## config.mk

```make
export PLATFORM = sky130hd
export DESIGN_NAME = instr_seq_fetch
export DESIGN_NICKNAME = d
export VERILOG_FILES = /design/src/rtl/cpu_seq_pkg.sv /design/src/rtl/prog_ram.sv /design/src/rtl/instr_seq_fetch.sv
export SDC_FILE = /design/constraint.sdc
export NUM_CORES = 1
export LEC_CHECK = 0
export ABC_AREA = 1
export BUFFER_PORTS_ARGS = -buffer_cell sky130_fd_sc_hd__buf_2
export CORE_ASPECT_RATIO = 1.2
export CORE_UTILIZATION = 45
export CTS_BUF_LIST = sky130_fd_sc_hd__clkbuf_4
export CTS_CLUSTER_SIZE = 12
export DETAILED_ROUTE_END_ITERATION = 8
export PLACE_DENSITY = 0.6
export SYNTH_ARGS = -nofsm -noshare
export SYNTH_HDL_FRONTEND = slang
export SYNTH_HIERARCHICAL = 1
export SYNTH_SLANG_ARGS = --single-unit
```

## constraint.sdc

```tcl
create_clock -name clk -period 3.3 [get_ports clk]
set_input_delay 0 -clock clk [delete_from_list [all_inputs] [get_ports clk]]
set_output_delay 0 -clock clk [all_outputs]
set_load 0.01 [all_outputs]
```

## src/rtl/cpu_seq_pkg.sv

```systemverilog
// Shared definitions for the trainer CPU sequencer and execute stage:
// instruction field positions, the HALT opcode and the fetch FSM encoding.
package cpu_seq_pkg;

  localparam logic [3:0] OP_HALT = 4'hF;

  // Instruction word layout: {opcode[7:4], dst[3:2], src[1:0]}
  localparam int OP_MSB  = 7;
  localparam int OP_LSB  = 4;
  localparam int DST_MSB = 3;
  localparam int DST_LSB = 2;
  localparam int SRC_MSB = 1;
  localparam int SRC_LSB = 0;

  localparam logic [1:0] ST_IDLE  = 2'd0;
  localparam logic [1:0] ST_FETCH = 2'd1;
  localparam logic [1:0] ST_ISSUE = 2'd2;
  localparam logic [1:0] ST_HALT  = 2'd3;

  function automatic logic [3:0] instr_opcode(input logic [7:0] word);
    return word[OP_MSB:OP_LSB];
  endfunction

endpackage

```

## src/rtl/prog_ram.sv

```systemverilog
// Program store: synchronous write, registered read with one cycle of latency.
module prog_ram #(
  parameter int ADDR_W = 4,
  parameter int DATA_W = 8
) (
  input  logic              clk,
  input  logic              we,
  input  logic [ADDR_W-1:0] wr_addr,
  input  logic [DATA_W-1:0] wr_data,
  input  logic [ADDR_W-1:0] rd_addr,
  output logic [DATA_W-1:0] rd_data
);

  logic [DATA_W-1:0] mem [2**ADDR_W];

  always_ff @(posedge clk) begin
    if (we) begin
      mem[wr_addr] <= wr_data;
    end
    rd_data <= mem[rd_addr];
  end

endmodule

```

## src/rtl/instr_seq_fetch.sv

```systemverilog
// Instruction sequencer: holds a switch-entered program and replays it one word
// at a time to the execute stage, on a step button or a free-running tick.
module instr_seq_fetch
  import cpu_seq_pkg::*;
#(
  parameter int ADDR_W  = 4,
  parameter int RUN_DIV = 25_000_000
) (
  input  logic              clk,
  input  logic              rst,
  input  logic [7:0]        dip_in,
  input  logic              load_btn,
  input  logic              step_btn,
  input  logic              clr_btn,
  input  logic              run_sw,
  input  logic              exec_ready,
  output logic [7:0]        instr_out,
  output logic              instr_valid,
  output logic [ADDR_W-1:0] pc_out,
  output logic [ADDR_W:0]   prog_len,
  output logic              prog_full,
  output logic              halted,
  output logic [1:0]        state_dbg
);

  localparam int CNT_W = (RUN_DIV > 2) ? $clog2(RUN_DIV) : 1;
  localparam logic [CNT_W-1:0] CNT_LAST = CNT_W'(RUN_DIV - 1);
  localparam logic [ADDR_W:0]  DEPTH    = (ADDR_W+1)'(2**ADDR_W);

  // Handshake to execute stage: a word transfers on the edge where the FSM is
  // in ISSUE and exec_ready is high; instr_valid is high for the following cycle.

  logic [1:0]        state;
  logic [ADDR_W-1:0] pc;
  logic [CNT_W-1:0]  tick_cnt;
  logic              run_tick;
  logic              trigger;
  logic              load_ok;
  logic [7:0]        rd_data;
  logic [ADDR_W:0]   pc_inc;
  logic [ADDR_W-1:0] pc_next;

  assign prog_full = (prog_len == DEPTH);
  assign run_tick  = run_sw && (tick_cnt == CNT_LAST);
  assign trigger   = step_btn || run_tick;
  assign load_ok   = load_btn && !clr_btn && (state == ST_IDLE) && !run_sw && !prog_full;
  assign pc_inc    = {1'b0, pc} + (ADDR_W+1)'(1);
  assign pc_next   = (pc_inc == prog_len) ? '0 : pc_inc[ADDR_W-1:0];
  assign pc_out    = pc;
  assign state_dbg = state;

  prog_ram #(.ADDR_W(ADDR_W), .DATA_W(8)) u_ram (
    .clk     (clk),
    .we      (load_ok),
    .wr_addr (prog_len[ADDR_W-1:0]),
    .wr_data (dip_in),
    .rd_addr (pc),
    .rd_data (rd_data)
  );

  always_ff @(posedge clk) begin
    if (!rst) begin
      tick_cnt <= '0;
    end else if (!run_sw || tick_cnt == CNT_LAST) begin
      tick_cnt <= '0;
    end else begin
      tick_cnt <= tick_cnt + CNT_W'(1);
    end
  end

  always_ff @(posedge clk) begin
    if (!rst) begin
      state       <= ST_IDLE;
      pc          <= '0;
      prog_len    <= '0;
      instr_out   <= '0;
      instr_valid <= 1'b0;
      halted      <= 1'b0;
    end else begin
      instr_valid <= 1'b0;
      if (clr_btn) begin
        state    <= ST_IDLE;
        pc       <= '0;
        prog_len <= '0;
        halted   <= 1'b0;
      end else begin
        case (state)
          ST_IDLE: begin
            // A load pulse masks any step in the same cycle, accepted or not.
            if (load_btn) begin
              if (load_ok) begin
                prog_len <= prog_len + (ADDR_W+1)'(1);
              end
            end else if (trigger && prog_len != '0 && !halted) begin
              state <= ST_FETCH;
            end
          end
          ST_FETCH: state <= ST_ISSUE;
          ST_ISSUE: begin
            if (instr_opcode(rd_data) == OP_HALT) begin
              halted <= 1'b1;
              state  <= ST_HALT;
            end else if (exec_ready) begin
              instr_out   <= rd_data;
              instr_valid <= 1'b1;
              pc          <= pc_next;
              state       <= ST_IDLE;
            end
          end
          ST_HALT: state <= ST_HALT;
          default: state <= ST_IDLE;
        endcase
      end
    end
  end

endmodule

```

After elaboration in Yosys (flattened, before gate mapping)
Memory sizes are Yosys's and may differ from the RTL's. A register that Yosys moved wholly into a read port is not among the register bits. Cells that the tools add are included.

Multiplexer cells: 9. Reductions and logical operators: 23. Add/subtract/negate cells: 3. Bitwise gates (word level): 4. Eq/ne operators: 10.

Operator list (count): 25-bit by 1-bit adder with 25-bit output, second input constant (1); 25-bit equality test, second input constant (1); 3-bit AND reduction (3); 2-bit two-way mux (4); 2-bit one-hot mux with 4 select lines (1); 1-bit logical AND (7); 4-bit by 1-bit adder with 5-bit output, second input constant (1); 5-bit by 1-bit adder with 5-bit output, second input constant (1); 5-bit equality test (1); 5-bit equality test, second input constant (1); 5-bit nonzero test (1); 2-bit equality test, second input constant (2); 4-bit equality test, second input constant (1); 1-bit zero test (4); 4-bit two-way mux (1); 1-bit inverter (4); 4-bit AND reduction (1); 2-bit OR reduction (2); 4-bit OR reduction (1); 1-bit two-way mux (3); 3-bit inequality test, second input constant (1); 2-bit by 1-bit equality test with 1-bit output, second input constant (1); 2-bit zero test (1); 1-bit logical OR (2); other kinds (3) (3).

Output and inout bits: 22. Memory bits (writable): 128. Bits in registers: 46. Input port bits: 15. Memories kept: 1. Word-level logic and storage cells: 57.

Memory list: u_ram.mem (words 16, bits a word 8, rd ports 1, clocked after Yosys merged registers in 1, write ports 1, line prog_ram.sv:14) `logic [DATA_W-1:0] mem [2**ADDR_W];`.

Logic depth before layout (Yosys ltp)
Gate-level depths: netlist of run 1.

Depth after elaboration: 8. Depth in mapped cells: 11.

Modules after synthesis
The synthesis of run 1 kept the hierarchy.

Modules (own cells, without submodules): prog_ram (times used 1, sequential area each 4003.8 µm², area an instance 5766.8 µm², cells each 551); instr_seq_fetch (times used 1, sequential area each 920.9 µm², area an instance 2426.1 µm², cells each 345).

Worst setup path after synthesis of run 1
OpenSTA, ideal clock, no wires.

Kind: register to register. Start: register prog_len[0]. End: memory u_ram.mem[12][0] (enable). Setup slack: 1.300 ns. Data required time: 2.930 ns. Cell stages (with the launch flop): 8. Path buffers: 0. Arrival time: 1.630 ns. Period minus slack after synthesis: 2.000 ns. Cell sequence: dfxtp_1 -> inv_1 -> ha_1 -> nand4_1 -> nand2_1 -> inv_2 -> nand3_1 -> nor2_1.

Longest elaborated chain between the ends: 5.

RTL lines: from (decl) (line instr_seq_fetch.sv:20) `output logic [ADDR_W:0] prog_len,`; from (signal assigned) (line instr_seq_fetch.sv:92) `prog_len <= prog_len + (ADDR_W+1)'(1);`; 5-bit equality test (line instr_seq_fetch.sv:43) `assign prog_full = (prog_len == DEPTH);`; 1-bit zero test (line instr_seq_fetch.sv:46) `assign load_ok = load_btn && !clr_btn && (state == ST_IDLE) && !run_sw && !prog_full;`; 1-bit logical AND (line instr_seq_fetch.sv:46); net load_ok (line instr_seq_fetch.sv:38) `logic load_ok;`; 1-bit two-way mux (line prog_ram.sv:17) `if (we) begin`; 1-bit two-way mux (not written as such) (line prog_ram.sv:18) `mem[wr_addr] <= wr_data;`; to (decl) (line prog_ram.sv:14).

The timed path passes the listed nets, and every way through them passes these cells.

Worst setup path in the final report of run 1
Start: register tick_cnt[0]. End: register state[0], in the netlist state_dbg[0].

Longest elaborated chain between the ends: 7.

RTL lines: from (decl) (line instr_seq_fetch.sv:35) `logic [CNT_W-1:0] tick_cnt;`; from (signal assigned) (line instr_seq_fetch.sv:67) `tick_cnt <= tick_cnt + CNT_W'(1);`; 25-bit equality test (line instr_seq_fetch.sv:44) `assign run_tick = run_sw && (tick_cnt == CNT_LAST);`; 1-bit logical AND (line instr_seq_fetch.sv:44); 1-bit logical OR (line instr_seq_fetch.sv:45) `assign trigger = step_btn || run_tick;`; 1-bit logical AND (2 in series) (line instr_seq_fetch.sv:94) `end else if (trigger && prog_len != '0 && !halted) begin`; 2-bit by 1-bit inequality test with 1-bit output (no line); 3-bit AND reduction (no line); to (signal assigned) (line instr_seq_fetch.sv:95) `state <= ST_FETCH;`; to (signal assigned) (line instr_seq_fetch.sv:98) `ST_FETCH: state <= ST_ISSUE;`; to (signal assigned) (line instr_seq_fetch.sv:102) `state <= ST_HALT;`; to (decl) (line instr_seq_fetch.sv:33) `logic [1:0] state;`.

No other way between the ends. A chain may end at the register's enable or synchronous reset.

==> run_results.csv, run 1 <==
group,metric,value,unit
sta,relSlewSlack,29.8,%
sta,post-route-min-period,2.69,ns
die,core-area,17600,um^2
critical_path,endpoint_kind,"flop",
die,initial_core_util,46.4,%
critical_path,path_buf_inv,2,
clocking,cts_max_level,4,
critical_path,critPathLaunchType,"flop",
route,viasPerCell,4.97,
power,leakage,3.63,nW
route,ant_nets,0,
sta,hold_viol,0,
synthesis,syn_area,8190,um^2
placement,dp_hpwl,12500,um
sta,final_max_slew_viol_count,0,
clocking,hold_buffers,18,
synthesis,yosysWarningCount,6,
global_route,grt_pass1_vias,5678,
synthesis,syn-num-nets,915,
power,powerDensity,424,nW/um^2
global_route,antenna_found_initial,1,
worst_hold_path,worst_hold_path_type,"in -> reg",
clocking,cts_root_buffer,"clkbuf_4",
clocking,insertion_delay,0.55,ns
clocking,cts_tree,"yes",
route,wl,18800,um
global_route,grt_max_degree,65,
synthesis,syn_area_per_cell,9.14,um^2
clocking,cts_setup_buffers,0,
sta,clock_skew,0.0226,ns
route,vias,5859,
route,drc,0,
clocking,cts.repair.resized,0,
critical_path,arrival,3.18,ns
layout,final_common_cell,"nand2_1",
run_status,status,"completed",
sta,worst_pin_slew,1.05,ns
critical_path,worstRegToRegCells,13,
layout,multi_input_area,2530,um^2
layout,drive_gt1_share,11.2,%
clocking,cts_buffers,17,
critical_path,critical_path_class,"reg -> reg",
critical_path,path_delay_family,"buffers and inverters",
route,drt_iter0_markers,557,
layout,nNetsFinal,965,
synthesis,synth_cells,896,
route,drtPass1Iterations,7,
layout,regArea,4930,um^2
layout,area_growth,9.39,%
sta,setup_viol,0,
placement,gp_routability_congestion,0.846,
clocking,cts_sinks,182,
global_route,grt.total_usage,21.1,%
worst_hold_path,min_to,"instr_out[6]",
die,die_h,150,um
clocking,clk_pin_slew,0.15,ns
job,drv_cap,0,
sta,hold_ws,0.333,ns
worst_hold_path,min_from,"rst",
layout,fillers,1678,
synthesis,synth_seq_cells,182,
synthesis,ys_seq_area_share,60.1,%
critical_path,max_stage_delay,0.56,ns
placement,io_buffers,36,
sta,rsz0062_at_grt,"false",
critical_path,path_common_cell,"nand2_1",
critical_path,worstReg2RegEnd,"state_dbg[0]",
synthesis,yosysUniqueCellTypes,34,
worst_hold_path,holdPathStages,4,
sta,setup_tns,0,ns
sta,fmax,372,MHz
die,die_w,125,um
critical_path,reg2reg_slack,0.61,ns
global_route,grt_pass1_wl,29600,um
clocking,clock_path_buffers,2,
layout,final_cell_mix,"nand2_1, inv_1, edfxtp_1",
sta,finalCritPeriodShare,81.4,%
die,die_area,18800,um^2
critical_path,crit_chain,"ha_1, nand2_1, nor2_4, nand2_1, nor2_1, nand3_1, nand2_1, nand2_1, nand2_1, nand3_1, dlygate4sd3_1, nor2_1, dlygate4sd3_1",
global_route,grt_overflow,0,
critical_path,cp_max_fo,5,
critical_path,critPathRequiredTime,3.79,ns
critical_path,rr_startpoint,"tick_cnt[0]",
layout,stdcell_count,1180,
route,wl_per_cell,15.9,um
die,rows,53,
power,peakVddDrop,0.283,mV
die,ios,37,
critical_path,crit_slowest_cell,"dlygate4sd3_1",
placement,placed_cells,1129,
## synthesized netlist by cell type (all sizes together)
cell type | instances | area (um^2)
nand2 | 246 | 936
inv | 145 | 544
edfxtp | 128 | 3840
nand3 | 116 | 591
nor2 | 92 | 400
dfxtp | 54 | 1080
buf | 26 | 189
a21oi | 18 | 90.1
nor3 | 16 | 115
o21ai | 13 | 65.1
nand4 | 9 | 56.3
xnor2 | 6 | 52.6
nand3b | 5 | 37.5
xor2 | 5 | 43.8
ha | 4 | 50.1
nor3b | 3 | 32.5
or2 | 3 | 21.3
o21a | 2 | 15.0
a31oi | 1 | 6.26
clkbuf | 1 | 5.00
clkinv | 1 | 3.75
nor4 | 1 | 6.26
o21bai | 1 | 7.51
## kinds of logic (layout without fill, tap and decap cells)
logic type	after synthesis	after routing	synth area share, %
XOR/XNOR	11	11	1.18
buffers and inverters	173	236	9.06
flip-flops	182	182	60.1
AO/OA/AOI/OAI	35	35	2.25
AND/OR/NAND/NOR	491	491	26.8
other	0	1	0
adder cells (fa/ha/maj)	4	4	0.611
## how the worst max path moves through the flow
stage                startpoint               end  slack, ns  cells past startpoint
finish              tick_cnt[0]      state_dbg[0]       0.61                     13
global route        tick_cnt[0]      state_dbg[0]       0.36                     13
CTS                 tick_cnt[0]      state_dbg[0]       0.60                     13
detailed placement  prog_len[1]   u_ram/mem[4][7]       0.92                      7
global placement    prog_len[1]   u_ram/mem[7][5]        1.0                      7
floorplan           prog_len[0]  u_ram/mem[12][0]       1.30                      7
## state kept, by name, indices dropped and copies added (netlist names)
signal and flops:
instr_valid 1, pc_out 4, instr_out 8, halted 1
tick_cnt 25, prog_len 5, state_dbg 2, u_ram/rd_data 8
u_ram/mem 128
## where the power goes
part / internal [W] / total [W] / leakage (nW) / switching, W
Clock: 0.000490 / 0.00125 / 0.156 / 0.000761
Combinational: 0.0000263 / 0.0000949 / 1.88 / 0.0000685
Sequential: 0.00245 / 0.00245 / 1.59 / 0.00000429
## metal layers
metal	vias to the layer above	part of all wire [%]	global-route usage, %
li1	2971	-	-
met1	2716	43	25.5
met2	143	51	37.5
met3	29	4.4	4.11
met4	0	2.4	7.74
met5	-	0	0
## final cells by class
| cell class | instances | share of cell area [%] |
|---|---|---|
| clock buffer | 20 | 1.68 |
| clock inverter | 12 | 1.61 |
| sequential | 182 | 55.0 |
| inverter | 146 | 6.11 |
| antenna | 1 | 0.0279 |
| timing repair buffer | 58 | 4.36 |
| multi-input combinational | 541 | 28.2 |
| tap | 220 | 3.07 |
## worst min-delay path, stage by stage
cell,delay (ns)
dlygate4sd3_1,0.53
buf_2,0.19
o21ai_0,0.09
nor2_1,0.04
## metrics by stage
step	instance area (um^2)	util (%)	total power (W)	setup WS, ns
2_1_floorplan	8190	-	0.00253	1.30
5_1_grt	8960	50.8	0.00393	0.362
3_3_place_gp	8490	48.1	0.00259	0.995
4_1_cts	8960	50.8	0.00384	0.602
3_5_place_dp	8490	48.1	0.00259	0.918
6_report	8960	50.8	0.00380	0.614
No activity file was read; power rests on OpenSTA's default activity.
==> run 2: changes to the inputs <==
--- a/config.mk
+++ b/config.mk
@@ -5,14 +5,14 @@
 export SDC_FILE = /design/constraint.sdc
 export NUM_CORES = 1
 export LEC_CHECK = 0
-export ABC_AREA = 1
+export ABC_AREA = 0
 export BUFFER_PORTS_ARGS = -buffer_cell sky130_fd_sc_hd__buf_2
 export CORE_ASPECT_RATIO = 1.2
 export CORE_UTILIZATION = 45
 export CTS_BUF_LIST = sky130_fd_sc_hd__clkbuf_4
 export CTS_CLUSTER_SIZE = 12
 export DETAILED_ROUTE_END_ITERATION = 8
-export PLACE_DENSITY = 0.6
+export PLACE_DENSITY = 0.63
 export SYNTH_ARGS = -nofsm -noshare
 export SYNTH_HDL_FRONTEND = slang
 export SYNTH_HIERARCHICAL = 1
==> constraint.sdc (replaced) <==
create_clock -name clk -period 2.3 [get_ports clk]
set_input_delay 0 -clock clk [delete_from_list [all_inputs] [get_ports clk]]
set_output_delay 0 -clock clk [all_outputs]
set_load 0.01 [all_outputs]
==> run_results.csv, run 2 <==
group,metric,value,unit
layout,nNetsFinal,582,
clocking,clock_path_buffers,2,
sta,setup_viol,0,
synthesis,yosysWarningCount,6,
synthesis,async_reset_ff_share,0,%
global_route,grt_pass1_vias,4276,
run_status,status,"completed",
global_route,antenna_found_initial,1,
synthesis,synthTopCellsByCount,"edfxtp_1, dfxtp_1, nor2_1, nand2_1, xnor2_1",
synthesis,syn-num-nets,504,
synthesis,syn_area_per_cell,15.1,um^2
sta,hold_viol,0,
synthesis,synth_flop_cell,"edfxtp_1",
die,core-area,15800,um^2
power,p_comb_share,2.2,%
power,p_sw,0.00120,W
sta,post-route-min-period,2.15,ns
clocking,cts_setup_buffers,0,
synthesis,yosys.cell_count.top_type,"edfxtp_1",
power,p_int,0.00413,W
route,vias,4246,
power,leakage,2.81,nW
placement,dp_hpwl,9900,um
critical_path,critical_path_class,"reg -> reg",
route,wl,14500,um
sta,rsz0062_at_grt,"false",
sta,setup_slack,0.151,ns
clocking,insertion_delay,0.57,ns
route,drt_iter0_markers,330,
die,die_w,119,um
global_route,grt_overflow,0,
critical_path,cp_max_fo,8,
sta,finalCritPeriodShare,93.4,%
power,p_sw_share,22.6,%
sta,relSlewSlack,57.2,%
sta,worst_pin_slew,0.639,ns
layout,largest_register_ffs,128,
synthesis,synth_edf_count,128,
sta,fmax,465,MHz
synthesis,synth_cells,485,
power,pwr-share-clk,31.9,%
route,drtPass1Iterations,5,
route,ant_nets,0,
global_route,grt_pass1_wl,23200,um
clocking,cts_sinks,182,
die,die_h,142,um
synthesis,synth_area_leaders,"edfxtp_1, dfxtp_1, mux4_2",
sta,clock_skew,0.0161,ns
synthesis,synth_seq_cells,182,
job,drv_cap,0,
placement,io_buffers,36,
route,wl_per_cell,18.5,um
placement,gp_routability_congestion,0.771,
die,initial_core_util,46.6,%
synthesis,syn_area,7350,um^2
layout,final_cell_mix,"edfxtp_1, dfxtp_1, nor2_1",
synthesis,yosys.area.top_type_share,52.3,%
sta,final_max_slew_viol_count,0,
critical_path,arrival,2.38,ns
placement,pre_cts_slack,0.185,ns
global_route,grt.total_usage,18.5,%
clocking,cts_buffers,17,
layout,regMostFlops,"u_ram/mem",
power,power_frac_seq,65.9,%
layout,final_common_cell,"edfxtp_1",
worst_hold_path,worst_hold_path_type,"in -> reg",
critical_path,endpoint_kind,"flop",
layout,largest_registers,"u_ram/mem (128), tick_cnt (25)",
clocking,cts_tree,"yes",
global_route,grt_max_degree,28,
clocking,cts_max_level,4,
die,rows,50,
critical_path,critPathRequiredTime,2.53,ns
sta,setup_tns,0,ns
layout,area_growth,13.5,%
synthesis,yosysUniqueCellTypes,47,
layout,fillers,1346,
route,drc,0,
layout,drive_gt1_share,22.7,%
route,viasPerCell,5.41,
power,peakVddDrop,0.460,mV
critical_path,critPathLaunchType,"flop",
synthesis,ys_seq_area_share,67.0,%
synthesis,yosysTopAreaCell,"edfxtp_1",
clocking,clk_pin_slew,0.14,ns
die,ios,37,
power,powerDensity,640,nW/um^2
clocking,cts_root_buffer,"clkbuf_4",
die,die_area,16800,um^2
==> run 2: cell count changes in the layout (fill, tap and decap cells not counted), moves of 8 or more <==
| cell | change |
|---|---|
| mux4_1 | +14 |
| xnor2_1 | +13 |
| a22oi_1 | +16 |
| nor2_1 | -36 |
| o21ai_0 | -10 |
| xor2_1 | +8 |
| inv_1 | -132 |
| nand3_1 | -101 |
| nand2_1 | -202 |
| mux4_2 | +18 |
| buf_4 | +22 |
| a21oi_1 | -8 |
==> run 2: repair_timing <==
item                       CTS  global route
hold buffers                16             0
setup endpoints to repair    0             4
resized for setup            0             2
hold endpoints to repair   169             0
==> run 2: path summary, 6_finish.rpt <==
| kind | from | endpoint | slack, ns | cells after the start |
|---|---|---|---|---|
| setup / recovery | prog_len[0] | u_ram/mem[0][0] | 0.15 | 6 |
| hold / removal | step_btn | state_dbg[0] | 0.24 | 4 |
| setup reg to reg | prog_len[0] | u_ram/mem[0][0] | 0.15 | 6 |
| hold reg to reg | u_ram/rd_data[0] | instr_out[0] | 0.46 | 2 |
==> run 2: power groups by stage <==
| stage | logic [W] | registers [W] | clock network (W) |
|---|---|---|---|
| 2_1_floorplan | 0.0000411 | 0.00359 | 0 |
| 3_3_place_gp | 0.0000951 | 0.00359 | 0 |
| 3_5_place_dp | 0.0000999 | 0.00359 | 0 |
| 4_1_cts | 0.000118 | 0.00351 | 0.00176 |
| 5_1_grt | 0.000130 | 0.00352 | 0.00186 |
| 6_report | 0.000118 | 0.00351 | 0.00170 |
==> run 2: logic make-up after synthesis <==
logic type      count (synthesis)  share of synthesized area, %
xor+xnor                       32                          3.82
mux                            32                          10.5
compound gates                 40                          3.65
simple gates                  167                          11.9
buf+inv                        28                          2.42
flops                         182                          67.0
fa+ha+maj                       4                         0.681
==> run 2: routing by layer <==
layer  vias to the layer above  track usage (%)  wire length (um)
met3                        19             3.81               487
met1                      2149             22.2              6060
met2                        81             33.0              7780
met5                         -                0                 0
li1                       1997                -                 -
met4                         0             6.86               201
==> run 2: critical path, cell delays in order, from the launching register on <==
cell and delay [ns]:
dfxtp_4 0.37, inv_1 0.04, ha_1 0.20, nand4bb_1 0.13
and3_1 0.20, or3b_4 0.43, nor3_4 0.44
==> run 2: area by class of cell <==
cell class                 instances  area [um^2]  area share [%]
sequential                       182         4930            59.2
multi-input combinational        275         2270            27.3
timing repair buffer              79          558            6.69
tap                              208          260            3.12
clock inverter                    14          145            1.74
clock buffer                      18          135            1.62
inverter                           8         30.0           0.360
antenna                            1         2.50          0.0300
==> run 2: stage by stage <==
| step | instance area (um^2) | util [%] | cells | total power [W] | hold slack [ns] |
|---|---|---|---|---|---|
| floorplan | 7370 | - | 485 | 0.00363 | 0.0989 |
| global placement | 7880 | 50.0 | 736 | 0.00368 | 0.258 |
| detailed placement | 7880 | 50.0 | 736 | 0.00369 | 0.307 |
| CTS | 8320 | 52.8 | 784 | 0.00539 | 0.228 |
| global route | 8340 | 52.9 | 785 | 0.00550 | 0.209 |
| finish | 8340 | 52.9 | 785 | 0.00533 | 0.239 |
